==> config.mk <==
export PLATFORM = sky130hd
export DESIGN_NAME = aliens_march_ctrl_flat
export DESIGN_NICKNAME = d
export VERILOG_FILES = /design/src/rtl/aliens_march_ctrl_pkg.sv /design/src/rtl/aliens_march_ctrl_if.sv /design/src/rtl/aliens_march_ctrl_popcount32.sv /design/src/rtl/aliens_march_ctrl.sv /design/src/flat_wrapper.sv
export SDC_FILE = /design/constraint.sdc
export NUM_CORES = 1
export LEC_CHECK = 0
export BUFFER_PORTS_ARGS = -buffer_cell sky130_fd_sc_hd__clkbuf_2
export CORE_MARGIN = 4
export CORE_UTILIZATION = 50
export DETAILED_ROUTE_END_ITERATION = 7
export HOLD_SLACK_MARGIN = 0.08
export PLACE_DENSITY = 0.86
export SYNTH_ARGS = -nofsm -noshare
export SYNTH_HDL_FRONTEND = slang
export SYNTH_HIERARCHICAL = 1
export SYNTH_SLANG_ARGS = --single-unit
==> constraint.sdc <==
create_clock -name clk -period 3.15 [get_ports clk]
set_input_delay 0.4725 -clock clk [delete_from_list [all_inputs] [get_ports clk]]
set_output_delay 0.4725 -clock clk [all_outputs]
set_load 0.01 [all_outputs]
==> src/rtl/aliens_march_ctrl_pkg.sv <==
// Shared game constants for the alien-grid blocks: motion encodings, grid and
// screen dimensions, march FSM states and the step-direction decision.
package aliens_march_ctrl_pkg;

   localparam logic [1:0] MOT_HOLD  = 2'b00;
   localparam logic [1:0] MOT_RIGHT = 2'b01;
   localparam logic [1:0] MOT_LEFT  = 2'b10;
   localparam logic [1:0] MOT_DOWN  = 2'b11;

   localparam int unsigned NB_LIN   = 4;
   localparam int unsigned NB_COL   = 8;
   localparam int unsigned SCREEN_W = 640;
   localparam int unsigned SCREEN_H = 480;

   localparam logic [1:0] ST_IDLE = 2'd0;
   localparam logic [1:0] ST_WAIT = 2'd1;
   localparam logic [1:0] ST_STEP = 2'd2;
   localparam logic [1:0] ST_HALT = 2'd3;

   typedef struct packed {
      logic [1:0] motion;
      logic       dir_right;
   } step_cmd_t;

   // A blocked active edge turns the step into a down step and reverses the sweep.
   function automatic step_cmd_t step_cmd(input logic dir_right,
                                          input logic can_left,
                                          input logic can_right);
      step_cmd_t c;
      if (dir_right && can_right) begin
         c.motion    = MOT_RIGHT;
         c.dir_right = 1'b1;
      end else if (!dir_right && can_left) begin
         c.motion    = MOT_LEFT;
         c.dir_right = 1'b0;
      end else begin
         c.motion    = MOT_DOWN;
         c.dir_right = ~dir_right;
      end
      return c;
   endfunction

endpackage

==> src/rtl/aliens_march_ctrl_if.sv <==
// Bundle between the video/grid environment and the march controller.
interface aliens_march_ctrl_if;
   logic        run;
   logic [9:0]  hPos;
   logic [9:0]  vPos;
   logic        canLeft;
   logic        canRight;
   logic [31:0] alive;
   logic        victory;
   logic        defeat;
   logic [1:0]  motion;
   logic        stepTick;
   logic        dirRight;
   logic        halted;

   modport master (
      output run, hPos, vPos, canLeft, canRight, alive, victory, defeat,
      input  motion, stepTick, dirRight, halted
   );

   modport slave (
      input  run, hPos, vPos, canLeft, canRight, alive, victory, defeat,
      output motion, stepTick, dirRight, halted
   );
endinterface

==> src/rtl/aliens_march_ctrl_popcount32.sv <==
// Combinational population count of a 32-bit mask; shared with the score block.
module popcount32 (
   input  logic [31:0] vec_i,
   output logic [5:0]  cnt_o
);

   // Sum of set bits.
   always_comb begin
      cnt_o = 6'd0;
      for (int i = 0; i < 32; i++) begin
         cnt_o = cnt_o + {5'd0, vec_i[i]};
      end
   end

endmodule

==> src/rtl/aliens_march_ctrl.sv <==
// Alien march pacing: counts video frames, issues one-cycle right/left/down
// commands to the grid mover, accelerates as aliens die, freezes on game end.
module aliens_march_ctrl
   import aliens_march_ctrl_pkg::*;
#(
   parameter logic [9:0]  H_TICK      = 10'd0,
   parameter logic [9:0]  V_TICK      = 10'd480,
   parameter int unsigned MIN_FRAMES  = 2,
   parameter int unsigned SPEED_SHIFT = 1,
   parameter int unsigned CNT_W       = 8
) (
   input logic                clk,
   input logic                reset,
   aliens_march_ctrl_if.slave bus
);

   logic [1:0]       state_q, state_d;
   logic [CNT_W-1:0] frame_cnt_q, frame_cnt_d;
   logic             match_q;
   logic [1:0]       motion_q, motion_d;
   logic             step_tick_q, step_tick_d;
   logic             dir_right_q, dir_right_d;
   logic             halted_q, halted_d;

   logic             match_s;
   logic             frame_tick_s;
   logic [5:0]       alive_cnt_s;
   logic [CNT_W-1:0] period_s;
   logic [CNT_W:0]   cnt_inc_s;
   step_cmd_t        step_s;

   popcount32 u_popcount (
      .vec_i (bus.alive),
      .cnt_o (alive_cnt_s)
   );

   // Edge-detect the tick position so a slow pixel clock still yields one tick per frame.
   assign match_s      = (bus.hPos == H_TICK) && (bus.vPos == V_TICK);
   assign frame_tick_s = match_s & ~match_q;
   assign period_s     = CNT_W'(MIN_FRAMES) + CNT_W'(alive_cnt_s >> SPEED_SHIFT);
   assign cnt_inc_s    = {1'b0, frame_cnt_q} + {{CNT_W{1'b0}}, 1'b1};
   assign step_s       = step_cmd(dir_right_q, bus.canLeft, bus.canRight);

   // March FSM next state; game end overrides any pending step decision.
   always_comb begin
      state_d     = state_q;
      frame_cnt_d = frame_cnt_q;
      motion_d    = MOT_HOLD;
      step_tick_d = 1'b0;
      dir_right_d = dir_right_q;
      halted_d    = halted_q;
      if (bus.victory || bus.defeat) begin
         state_d  = ST_HALT;
         halted_d = 1'b1;
      end else begin
         case (state_q)
            ST_IDLE: begin
               if (bus.run) begin
                  state_d = ST_WAIT;
               end else begin
                  state_d = ST_IDLE;
               end
            end
            ST_WAIT: begin
               if (bus.run && frame_tick_s) begin
                  if (cnt_inc_s < {1'b0, period_s}) begin
                     frame_cnt_d = cnt_inc_s[CNT_W-1:0];
                  end else begin
                     frame_cnt_d = {CNT_W{1'b0}};
                     state_d     = ST_STEP;
                     motion_d    = step_s.motion;
                     step_tick_d = 1'b1;
                     dir_right_d = step_s.dir_right;
                  end
               end else begin
                  frame_cnt_d = frame_cnt_q;
               end
            end
            ST_STEP: begin
               state_d = ST_WAIT;
            end
            ST_HALT: begin
               halted_d = 1'b1;
            end
            default: begin
               state_d = ST_IDLE;
            end
         endcase
      end
   end

   // State and output registers.
   always_ff @(posedge clk or negedge reset) begin
      if (!reset) begin
         state_q     <= ST_IDLE;
         frame_cnt_q <= {CNT_W{1'b0}};
         match_q     <= 1'b0;
         motion_q    <= MOT_HOLD;
         step_tick_q <= 1'b0;
         dir_right_q <= 1'b1;
         halted_q    <= 1'b0;
      end else begin
         state_q     <= state_d;
         frame_cnt_q <= frame_cnt_d;
         match_q     <= match_s;
         motion_q    <= motion_d;
         step_tick_q <= step_tick_d;
         dir_right_q <= dir_right_d;
         halted_q    <= halted_d;
      end
   end

   assign bus.motion   = motion_q;
   assign bus.stepTick = step_tick_q;
   assign bus.dirRight = dir_right_q;
   assign bus.halted   = halted_q;

endmodule

==> src/flat_wrapper.sv <==
// flat-port wrapper written by rule: the top's interface ports become plain ports
module aliens_march_ctrl_flat import aliens_march_ctrl_pkg::*;
#(
   parameter logic [9:0]  H_TICK      = 10'd0,
   parameter logic [9:0]  V_TICK      = 10'd480,
   parameter int unsigned MIN_FRAMES  = 2,
   parameter int unsigned SPEED_SHIFT = 1,
   parameter int unsigned CNT_W       = 8
)
  (clk, reset, bus_run, bus_hPos, bus_vPos, bus_canLeft, bus_canRight, bus_alive, bus_victory, bus_defeat, bus_motion, bus_stepTick, bus_dirRight, bus_halted);
  aliens_march_ctrl_if bus_i ();
  input logic clk;
  input logic reset;
  input wire logic [$bits(bus_i.run)-1:0] bus_run;
  input wire logic [$bits(bus_i.hPos)-1:0] bus_hPos;
  input wire logic [$bits(bus_i.vPos)-1:0] bus_vPos;
  input wire logic [$bits(bus_i.canLeft)-1:0] bus_canLeft;
  input wire logic [$bits(bus_i.canRight)-1:0] bus_canRight;
  input wire logic [$bits(bus_i.alive)-1:0] bus_alive;
  input wire logic [$bits(bus_i.victory)-1:0] bus_victory;
  input wire logic [$bits(bus_i.defeat)-1:0] bus_defeat;
  output wire logic [$bits(bus_i.motion)-1:0] bus_motion;
  output wire logic [$bits(bus_i.stepTick)-1:0] bus_stepTick;
  output wire logic [$bits(bus_i.dirRight)-1:0] bus_dirRight;
  output wire logic [$bits(bus_i.halted)-1:0] bus_halted;
  assign bus_i.run = bus_run;
  assign bus_i.hPos = bus_hPos;
  assign bus_i.vPos = bus_vPos;
  assign bus_i.canLeft = bus_canLeft;
  assign bus_i.canRight = bus_canRight;
  assign bus_i.alive = bus_alive;
  assign bus_i.victory = bus_victory;
  assign bus_i.defeat = bus_defeat;
  assign bus_motion = bus_i.motion;
  assign bus_stepTick = bus_i.stepTick;
  assign bus_dirRight = bus_i.dirRight;
  assign bus_halted = bus_i.halted;
  aliens_march_ctrl #(.H_TICK(H_TICK), .V_TICK(V_TICK), .MIN_FRAMES(MIN_FRAMES), .SPEED_SHIFT(SPEED_SHIFT), .CNT_W(CNT_W)) u_core (.clk(clk), .reset(reset), .bus(bus_i));
endmodule
Yosys cells after proc, flatten, opt, wreduce, memory -nomap -nowiden
Cells that the tools add are included.

storage, ports and cells
  bits in latches = 0
  output and inout bits = 5
  bits in writable memories = 0
  register bits = 16
  logic and storage cells = 83
  memory bits (read-only) = 0
  bits of input ports = 59
  memories = 0

operators by class
  equal/unequal tests = 6
  shift operators = 0
  div/mod/pow operators = 0
  muxes and demuxes = 18
  add/sub/neg operators = 33
  order comparisons = 1
  multipliers = 0
  bitwise operators = 5
  reduce and logical (&&, ||, !) cells = 13

operators with widths
  kind                   number
  $add A6 B1 Y6          26
  $mux W2                8
  $eq A10 B9 Y1 const B  1
  $logic_not A10 Y1      1
  $add A8 B1 Y9 const B  1
  $lt A9 B8 Y1           1
  $mux W8                1
  $mux W1                7
  $add A2 B5 Y6 const A  1
  $add A5 B1 Y6          1
  $pmux W2 S3            1
  $reduce_and A3 Y1      2
  $add A4 B1 Y5          1
  $add A3 B1 Y4          1
  $eq A2 B2 Y1 const B   2
  $logic_and A1 B1 Y1    4
  $not A1 Y1             4
  $reduce_and A4 Y1      1
  $reduce_bool A4 Y1     1
  $add A2 B1 Y3          1
  $mux W3                1
  $ne A3 B1 Y1 const B   1
  $ne A3 B2 Y1 const B   1
  $add A1 B1 Y2          1
  6 further kinds        6

Logic depth before layout (Yosys ltp)
Gate-level depths: netlist (run 1).

  depth after elaboration = 37
  gate-level depth with buffers = 27
  gate-level depth less buffers = 26

Cells and area by module
The synthesis (run 1) kept the hierarchy.

modules (own cells, without submodules)
  module             sequential area each (µm²)  instances  area each (µm²)  cells each
  aliens_march_ctrl  401.6                       1          1051.0           112
  popcount32         0.0                         1          905.9            96

Worst setup path before layout (run 1)
OpenSTA, ideal clock, no wires.

  kind = input-to-reg
  start = input port bus_alive[0]
  end = register u_core.state_q[0]
  arrival = 7207 ps
  path buffers = 1
  data required time = 3046 ps
  setup slack = -4160 ps
  setup time = 104 ps
  stages = 26
  path through = inv_1 -> fa_1 -> fa_1 -> fa_1 -> fa_1 -> fa_1 -> fa_1 -> fa_1 -> fa_1 -> inv_1 -> ha_1 -> inv_1 -> fa_1 -> nand2b_1 -> a21oi_1 -> xor2_1 -> nand3_1 -> xor2_1 -> ha_1 -> a21o_1 -> a211o_1 -> a41oi_1 -> and2_1 -> clkbuf_1 -> o21ai_1 -> a221oi_1

between the ends
  cells in the longest elaborated chain, start to end = 35

ends and longest elaborated chain
  item                                RTL line                            text
  from (decl)                         flat_wrapper.sv:19                  input wire logic [$bits(bus_i.alive)-1:0] bus_alive;
  $add A1 B1 Y2                       aliens_march_ctrl_popcount32.sv:11  cnt_o = cnt_o + {5'd0, vec_i[i]};
  $add A2 B1 Y3                       aliens_march_ctrl_popcount32.sv:11
  $add A3 B1 Y4                       aliens_march_ctrl_popcount32.sv:11
  $add A4 B1 Y5                       aliens_march_ctrl_popcount32.sv:11
  $add A5 B1 Y6                       aliens_march_ctrl_popcount32.sv:11
  $add A6 B1 Y6 (26 in series)        aliens_march_ctrl_popcount32.sv:11
  via u_core.alive_cnt_s[4]           aliens_march_ctrl.sv:27             logic [5:0] alive_cnt_s;
  $add A2 B5 Y6                       aliens_march_ctrl.sv:40             assign period_s = CNT_W'(MIN_FRAMES) + CNT_W'(alive_cnt_s >> SPEED_SHIFT);
  $lt A9 B8 Y1                        aliens_march_ctrl.sv:66             if (cnt_inc_s < {1'b0, period_s}) begin
  $ne A3 B2 Y1 (no source line)       -
  $reduce_and A3 Y1 (no source line)  -
  to (signal assigned)                aliens_march_ctrl.sv:103            state_q <= state_d;
  to (decl)                           aliens_march_ctrl.sv:17             logic [1:0] state_q, state_d;

The timed path passes the listed nets, and every way through them passes these cells.
A chain may end at the register's enable or synchronous reset.

Worst setup path in the final report (run 1)
Ends and elaborated chain as after synthesis.

==> results of run 1 <==
-- flip-flops by register name, summed over array words and instances, names as in the netlist --
signal and flops:
u_core/frame_cnt_q 8, u_core/state_q 2, u_core/match_q 1, u_core/bus.motion 2
u_core/bus.stepTick 1, u_core/bus.dirRight 1, u_core/bus.halted 1
-- worst paths after layout --
check	from	endpoint	slack (ps)	cells past startpoint
max	bus_alive[0]	u_core/state_q[0]	-3970	26
max reg2reg	u_core/frame_cnt_q[0]	u_core/state_q[0]	490	10
min	reset	u_core/state_q[0]	130	1
min reg2reg	u_core/bus.halted	u_core/bus.halted	470	2
max in group asynchronous	reset	u_core/bus.dirRight	2700	1
min in group clk	bus_canRight	u_core/bus.motion[1]	440	2
-- cells by family after synthesis --
group / count (synthesis) / share of synthesized area [%]
buffers and inverters: 51 / 10.2
multiplexers: 2 / 1.09
AO/OA/AOI/OAI: 25 / 8.82
adder cells (fa/ha/maj): 48 / 40.3
AND/OR/NAND/NOR: 57 / 15.1
XOR/XNOR: 9 / 4.03
flip-flops: 16 / 20.5
-- layout make-up --
cell class	instances	area share (%)
inverters	49	7.41
well taps	48	2.32
flip-flops and latches	16	15.5
multi-input cells	141	54.9
repair buffers	81	18.1
clock buffers	4	1.74
-- critical path: stages --
cell and delay [ps]:
buf_8 80, inv_8 20, fa_1 550, fa_1 460
fa_1 530, fa_1 430, fa_1 510, fa_1 430
fa_1 510, fa_1 420, inv_1 70, ha_2 180
inv_2 40, fa_2 340, nand2b_4 150, a21oi_2 120
xor2_1 200, nand3_1 130, xor2_1 170, ha_1 300
a21o_1 160, a211o_1 300, a41oi_2 190, and2_4 210
o21ai_1 80, a221oi_2 230
-- timing repair --
item	4_1_cts	5_1_grt
buffers inserted	5	0
setup endpoints to repair	12	12
gates resized for setup	8	7
hold buffers	0	0
pin swaps	3	4
-- synthesized netlist by cell type, drive strengths merged --
| master | number | area (um^2) |
|---|---|---|
| a211o | 2 | 17.5 |
| a211oi | 1 | 7.51 |
| a21o | 3 | 22.5 |
| a21oi | 5 | 25.0 |
| a221oi | 1 | 8.76 |
| a22o | 3 | 26.3 |
| a41oi | 1 | 8.76 |
| and2 | 5 | 33.8 |
| and3 | 1 | 6.26 |
| buf | 1 | 11.3 |
| clkbuf | 1 | 3.75 |
| dfrtp | 15 | 375 |
| dfstp | 1 | 26.3 |
| fa | 25 | 500 |
| ha | 23 | 288 |
| inv | 49 | 184 |
| mux2 | 1 | 11.3 |
| mux2i | 1 | 10.0 |
| nand2 | 13 | 51.3 |
| nand2b | 2 | 12.5 |
| nand3 | 4 | 20.0 |
| nand4b | 2 | 17.5 |
| nor2 | 18 | 67.6 |
| nor2b | 3 | 18.8 |
| nor3 | 3 | 20.0 |
| nor3b | 1 | 7.51 |
| o211ai | 1 | 7.51 |
| o21ai | 6 | 33.8 |
| o21bai | 1 | 7.51 |
| o31ai | 1 | 7.51 |
| or4 | 4 | 30.0 |
| or4b | 1 | 10.0 |
| xnor2 | 5 | 43.8 |
| xor2 | 4 | 35.0 |
-- per-stage QoR --
step / util [%] / cell area [um^2] / hold WS [ps]
after global routing: 69.6 / 2580 / 160
after floorplan: - / 2000 / 177
after global placement: 65.9 / 2450 / 408
after detailed placement: 65.9 / 2450 / 414
final: 69.6 / 2580 / 130
after CTS: 68.8 / 2560 / 134
-- per-layer routing --
metal / part of all wire (%) / global-route usage, %
met1: 40 / 22.7
met2: 52 / 31.0
met3: 6.0 / 2.84
met4: 1.5 / 5.22
met5: 0 / 0
==> run metrics, run 1 <==
worst-skew pair later-pin latency=250 ps; via count=1,629; worst rel slew slack=74.0%; Pre-antenna DRT Iters=4; Placer Congestion=0.791; RSZ-0062 raised after global routing=yes; wirelength, routed=3.99 mm; setup_tns=-47,040 ps; first-pass GRT wire length=7.19 mm; CTS root buf=clkbuf_8; Multi-input gate area=0.00142 mm^2; Reg area=402 um^2; hold violation total from the final report=0; row count=22; pin count of the biggest net entering global routing=17; core area=0.00372 mm^2; share of layout cells above drive strength 1=35.7%; ANT nets after route=0; FMAX=0.141 GHz; Mapped Area=0.00196 mm^2; Synth Warn #=6; CP Class=in2reg; Worst Skew=1.98 ps; outcome=finished with violations; Clock Pin Slew Worst Setup and Hold Paths=60 ps; Tmin final=7120 ps; DP Worst Slack=-4400 ps; Tcrit/Tclk final=226%; initial antenna violation count=0; Num Clock Sinks=16; initial DRC count=51; # DRC=0; Max Cap Violations=0; final net count=399; Slew Viols, Final=0; Post-Layout Cell Count=339; TritonCTS clock tree=yes; CP endpoint kind=register; Placed Cells=330; Initial Util=52.7%; HP Class=in2async; syn_nets=315; post-DP HPWL=3.43 mm; H-Tree Depth=1; Clock Path Buffers=2; syn_area_per_cell=9.41 um^2; Seq/Total Area, Yosys=20.5%; most frequent cells in the layout=clkbuf_2, inv_1, fa_1, ha_1, nor2_1; crit path launch type=input pin; vias in the first global route=1,682; DIE HEIGHT=70.6 um; Yosys reg bits=16; # IOs=64; Wirelength per Cell=11.8 um; total gr overflow=0; Required @ worst endpoint=3310 ps; number of port buffers=63; total CTS buffers=3; GRT Overall Usage=17.7%; vias per std cell=4.81; min setup slack post-route=-3970 ps; chip width=70.6 um; Worst EP arrival=7280 ps; most common cell after layout, fill and taps aside=clkbuf_2; failing checks=setup timing; n_diodes=0; setup violators final=12; Yosys cell types=39; # fillers=304; Max FO, Critical Path=4; Slew @ Worst Pin=389 ps; area grow syn2layout=32.1%; die area=0.00498 mm^2; Synth Instances=208
Power of run 1 is not shown: default switching activity piles up to over one toggle a cycle in this logic, so the estimate is an artifact.
==> run 2, diff against run 1 <==
Settings changed: CORE_MARGIN 4 to 3, CTS_CLUSTER_DIAMETER set to 150.
==> run metrics, run 2 (synthesis results as in run 1) <==
vias per std cell=5.03 (was 4.81); RSZ-0062 raised after global routing=yes (unchanged); post-DP HPWL=3.41 mm (was 3.43 mm); worst-skew pair later-pin latency=240 ps (was 250 ps); CP max stage delay=540 ps (was 550 ps); H-Tree Depth=1 (unchanged); Num Clock Sinks=16 (unchanged); Initial Util=52.7% (unchanged); total gr overflow=0 (unchanged); CP Class=in2reg (unchanged); crit path launch type=input pin (unchanged); max reg flops=8 (unchanged); Worst path most repeated cell=fa_1 (unchanged); number of port buffers=63 (unchanged); Required @ worst endpoint=3320 ps (was 3310 ps); Tmin final=7160 ps (was 7120 ps); Slew @ Worst Pin=395 ps (was 389 ps); Max Cap Violations=0 (unchanged); GRT Overall Usage=19.0% (was 17.7%); DP Worst Slack=-4400 ps (about the same); chip width=68.6 um (was 70.6 um); CP endpoint kind=register (unchanged); Pre-antenna DRT Iters=4 (unchanged); TritonCTS clock tree=yes (unchanged); pin count of the biggest net entering global routing=17 (unchanged); Placer Congestion=0.809 (was 0.791); family with the most delay on the worst path=adder cells (unchanged); area grow syn2layout=32.5% (was 32.1%); met3 Use GR=2.92% (was 2.84%); setup violators final=12 (unchanged); hold violation total from the final report=0 (unchanged); ANT nets after route=0 (unchanged); via count=1,711 (was 1,629); # fillers=305 (was 304); worst hold slack=141 ps (was 130 ps); M2 GR Usage=33.3% (was 31.0%); crit path from=bus_alive[0] (unchanged); most common cell after layout, fill and taps aside=clkbuf_2 (unchanged); failing checks=setup timing (unchanged); Buf/Inv on CP=5 (was 4); GR Layer Usage met1=24.7% (was 22.7%); worst rel slew slack=73.6% (was 74.0%); CTS root buf=clkbuf_8 (unchanged); Worst EP arrival=7330 ps (was 7280 ps); core area=0.00372 mm^2 (unchanged); most frequent cells in the layout=clkbuf_2, inv_1, fa_1, ha_1, buf_4 (was clkbuf_2, inv_1, fa_1, ha_1, nor2_1); die area=0.00470 mm^2 (was 0.00498 mm^2); final net count=400 (was 399); # DRC=0 (unchanged); Reg with most FFs=u_core/frame_cnt_q (unchanged); vias in the first global route=1,703 (was 1,682); Max FO, Critical Path=6 (was 4); Wirelength per Cell=12.3 um (was 11.8 um); FMAX=0.140 GHz (was 0.141 GHz); Tcrit/Tclk final=227% (was 226%); hold buffers post-CTS=0 (unchanged); Clock Path Buffers=2 (unchanged); min setup slack post-route=-4010 ps (was -3970 ps); DIE HEIGHT=68.6 um (was 70.6 um); total CTS buffers=3 (unchanged); row count=22 (unchanged); initial DRC count=35 (was 51); first-pass GRT wire length=6.91 mm (was 7.19 mm); share of layout cells above drive strength 1=36.3% (was 35.7%); # IOs=64 (unchanged); Slew Viols, Final=0 (unchanged); Clock Pin Slew Worst Setup and Hold Paths=60 ps (about the same); Worst Skew=1.41 ps (was 1.98 ps); wirelength, routed=4.17 mm (was 3.99 mm); Slowest-stage cell, CP=fa_1 (unchanged); initial antenna violation count=0 (unchanged); n_diodes=0 (unchanged); outcome=finished with violations (unchanged); reg2reg start=u_core/frame_cnt_q[0] (unchanged); layer with the highest usage=met2 (unchanged); HP Class=in2async (unchanged)
-- run 2: timing repair --
item                                    4_1_cts  5_1_grt
pin swaps                                     3        5
endpoints found under the setup margin       12       12
setup buffers                                 4        1
hold endpoints to repair                      0        0
gates resized for setup                       6        8
-- run 2: layer usage --
layer | vias up | wire length [um]
met4 | 0 | 40
met3 | 4 | 221
met5 | - | 0
li1 | 823 | -
met2 | 62 | 2270
met1 | 822 | 1640
-- run 2: final timing paths --
| kind | endpoint | slack, ps | cells after the start |
|---|---|---|---|
| setup / recovery | u_core/frame_cnt_q[5] | -4010 | 27 |
| hold / removal | u_core/bus.halted | 140 | 1 |
| setup reg to reg | u_core/frame_cnt_q[5] | 450 | 11 |
| hold reg to reg | u_core/bus.halted | 470 | 2 |
| max in group asynchronous | u_core/bus.dirRight | 2690 | 1 |
| min in group clk | u_core/bus.motion[1] | 450 | 2 |
-- run 2: area by class of cell --
type                    instances  area [um^2]  area share, %
multi-input cells             141         1420           54.9
repair buffers                 82          472           18.2
flip-flops and latches         16          402           15.5
inverters                      49          191           7.38
well taps                      48         60.1           2.32
clock buffers                   4         45.0           1.74
-- run 2: worst register-to-register path, stage by stage, from the launching register on --
cell and delay [ps]:
dfrtp_1 420, ha_1 260, nand3_1 210, xnor2_1 240, ha_1 270, a21o_1 160, a211o_1 290, a41oi_2 220
and2_4 220, buf_4 120, nand2_1 50, o21ai_1 150
-- run 2: through the flow --
stage	util (%)	TNS [ps]	instance area, um^2	instances
after floorplan	-	-45430	2000	208
after global placement	66.1	-48450	2460	331
after detailed placement	66.1	-51150	2460	331
after CTS	68.7	-47510	2550	339
after global routing	69.8	-49910	2590	340
final	69.8	-47460	2590	340
Power of run 2 is left out for the same reason.
==> run 3, diff against run 2 <==
Settings changed: RECOVER_POWER set to 50.
==> run metrics, run 3 (synthesis results as in run 1) <==
Num Clock Sinks=16 (unchanged); HP Class=in2async (unchanged); DP Worst Slack=-4400 ps (unchanged); Max FO, Critical Path=6 (unchanged); share of layout cells above drive strength 1=36.0% (was 36.3%); initial DRC count=35 (unchanged); RSZ-0062 raised after global routing=yes (unchanged); DIE HEIGHT=68.6 um (unchanged); H-Tree Depth=1 (unchanged); Slew @ Worst Pin=849 ps (was 395 ps); setup_tns=-47,470 ps (was -47,460 ps); TritonCTS clock tree=yes (unchanged); vias in the first global route=1,703 (unchanged); die area=0.00470 mm^2 (unchanged); Wirelength per Cell=12.3 um (about the same); min setup slack post-route=-4010 ps (about the same); Placer Congestion=0.809 (unchanged); crit path launch type=input pin (unchanged); CP endpoint kind=register (unchanged); first-pass GRT wire length=6.91 mm (unchanged); Tcrit/Tclk final=227% (about the same); GRT Overall Usage=19.0% (unchanged); worst-skew pair later-pin latency=240 ps (about the same); # IOs=64 (unchanged); Placed Cells=331 (unchanged); max reg flops=8 (unchanged); core area=0.00372 mm^2 (unchanged); # DRC=0 (unchanged); final net count=400 (unchanged); Clock Path Buffers=2 (unchanged); Reg with most FFs=u_core/frame_cnt_q (unchanged); row count=22 (unchanged); wirelength, routed=4.20 mm (was 4.17 mm); number of port buffers=63 (unchanged); hold violation total from the final report=0 (unchanged); failing checks=setup timing (unchanged); worst hold slack=308 ps (was 141 ps); Slew Viols, Final=0 (unchanged); Worst EP arrival=7330 ps (about the same); Initial Util=52.7% (unchanged); most common cell after layout, fill and taps aside=clkbuf_2 (unchanged); CP Class=in2reg (unchanged); worst rel slew slack=43.4% (was 73.6%); chip width=68.6 um (unchanged); via count=1,715 (was 1,711); initial antenna violation count=0 (unchanged); vias per std cell=5.04 (was 5.03); Max Cap Violations=0 (unchanged); Post-Layout Cell Count=340 (unchanged); pin count of the biggest net entering global routing=17 (unchanged); Required @ worst endpoint=3320 ps (about the same); ANT nets after route=0 (unchanged); # fillers=306 (was 305); most frequent cells in the layout=clkbuf_2, inv_1, fa_1, ha_1, buf_4 (unchanged); total CTS buffers=3 (unchanged); Worst Skew=2.30 ps (was 1.41 ps); setup violators final=12 (unchanged); CTS root buf=clkbuf_8 (unchanged); post-DP HPWL=3.41 mm (unchanged); total gr overflow=0 (unchanged); Pre-antenna DRT Iters=4 (unchanged); Clock Pin Slew Worst Setup and Hold Paths=60 ps (about the same); FMAX=0.140 GHz (about the same); n_diodes=0 (unchanged); Tmin final=7160 ps (about the same); area grow syn2layout=32.5% (about the same); outcome=finished with violations (unchanged)
## run 3: cell counts in the layout (fill, tap and decap cells not counted)
No cell type changed its count.
## run 3: through the flow
stage | instance area, um^2 | util (%)
floorplan | 2000 | -
global placement | 2460 | 66.1
detailed placement | 2460 | 66.1
CTS | 2550 | 68.7
global route | 2590 | 69.8
finish | 2590 | 69.8
## run 3: layer usage
metal	track usage [%]	vias up	routed length [um]
li1	-	821	-
met1	24.7	824	1630
met2	33.3	64	2260
met3	2.92	6	248
met4	4.22	0	53
met5	0	-	0
## run 3: path summary, 6_finish.rpt
path                                       startpoint                     to  slack, ps  cells past startpoint
worst max-delay path                     bus_alive[0]  u_core/frame_cnt_q[5]      -4010                     27
worst max register to register  u_core/frame_cnt_q[0]  u_core/frame_cnt_q[5]        460                     11
worst min register to register      u_core/bus.halted      u_core/bus.halted        470                      2
max in group asynchronous                       reset  u_core/frame_cnt_q[2]       2320                      1
worst min-delay path                            reset      u_core/bus.halted        310                      1
min in group clk                         bus_canRight   u_core/bus.motion[1]        450                      2
## run 3: final cells by class
| type | instances | area (um^2) | share of cell area (%) |
|---|---|---|---|
| multi-input cells | 141 | 1420 | 54.9 |
| repair buffers | 82 | 470 | 18.1 |
| flip-flops and latches | 16 | 402 | 15.5 |
| inverters | 49 | 191 | 7.38 |
| well taps | 48 | 60.1 | 2.32 |
| clock buffers | 4 | 45.0 | 1.74 |
## run 3: timing repair
item	4_1_cts	5_1_grt
hold buffers	0	0
pin swaps	3	5
resized for setup	6	8
setup buffers	4	1
endpoints found under the setup margin	12	12
## run 3: critical path, cell delays in order
cell      delay [ps]
buf_8             80
inv_8             20
fa_1             540
fa_1             460
fa_1             530
fa_1             450
fa_1             510
fa_1             430
fa_1             510
fa_1             410
inv_1             70
ha_2             180
inv_2             40
fa_2             340
nand2b_4         150
a21oi_2          130
xor2_1           190
nand3_1          130
xor2_1           170
ha_1             300
a21o_1           160
a211o_1          290
a41oi_2          220
and2_4           220
buf_4            120
nand2_1           50
o21ai_1          150
Power of run 3 is left out for the same reason.
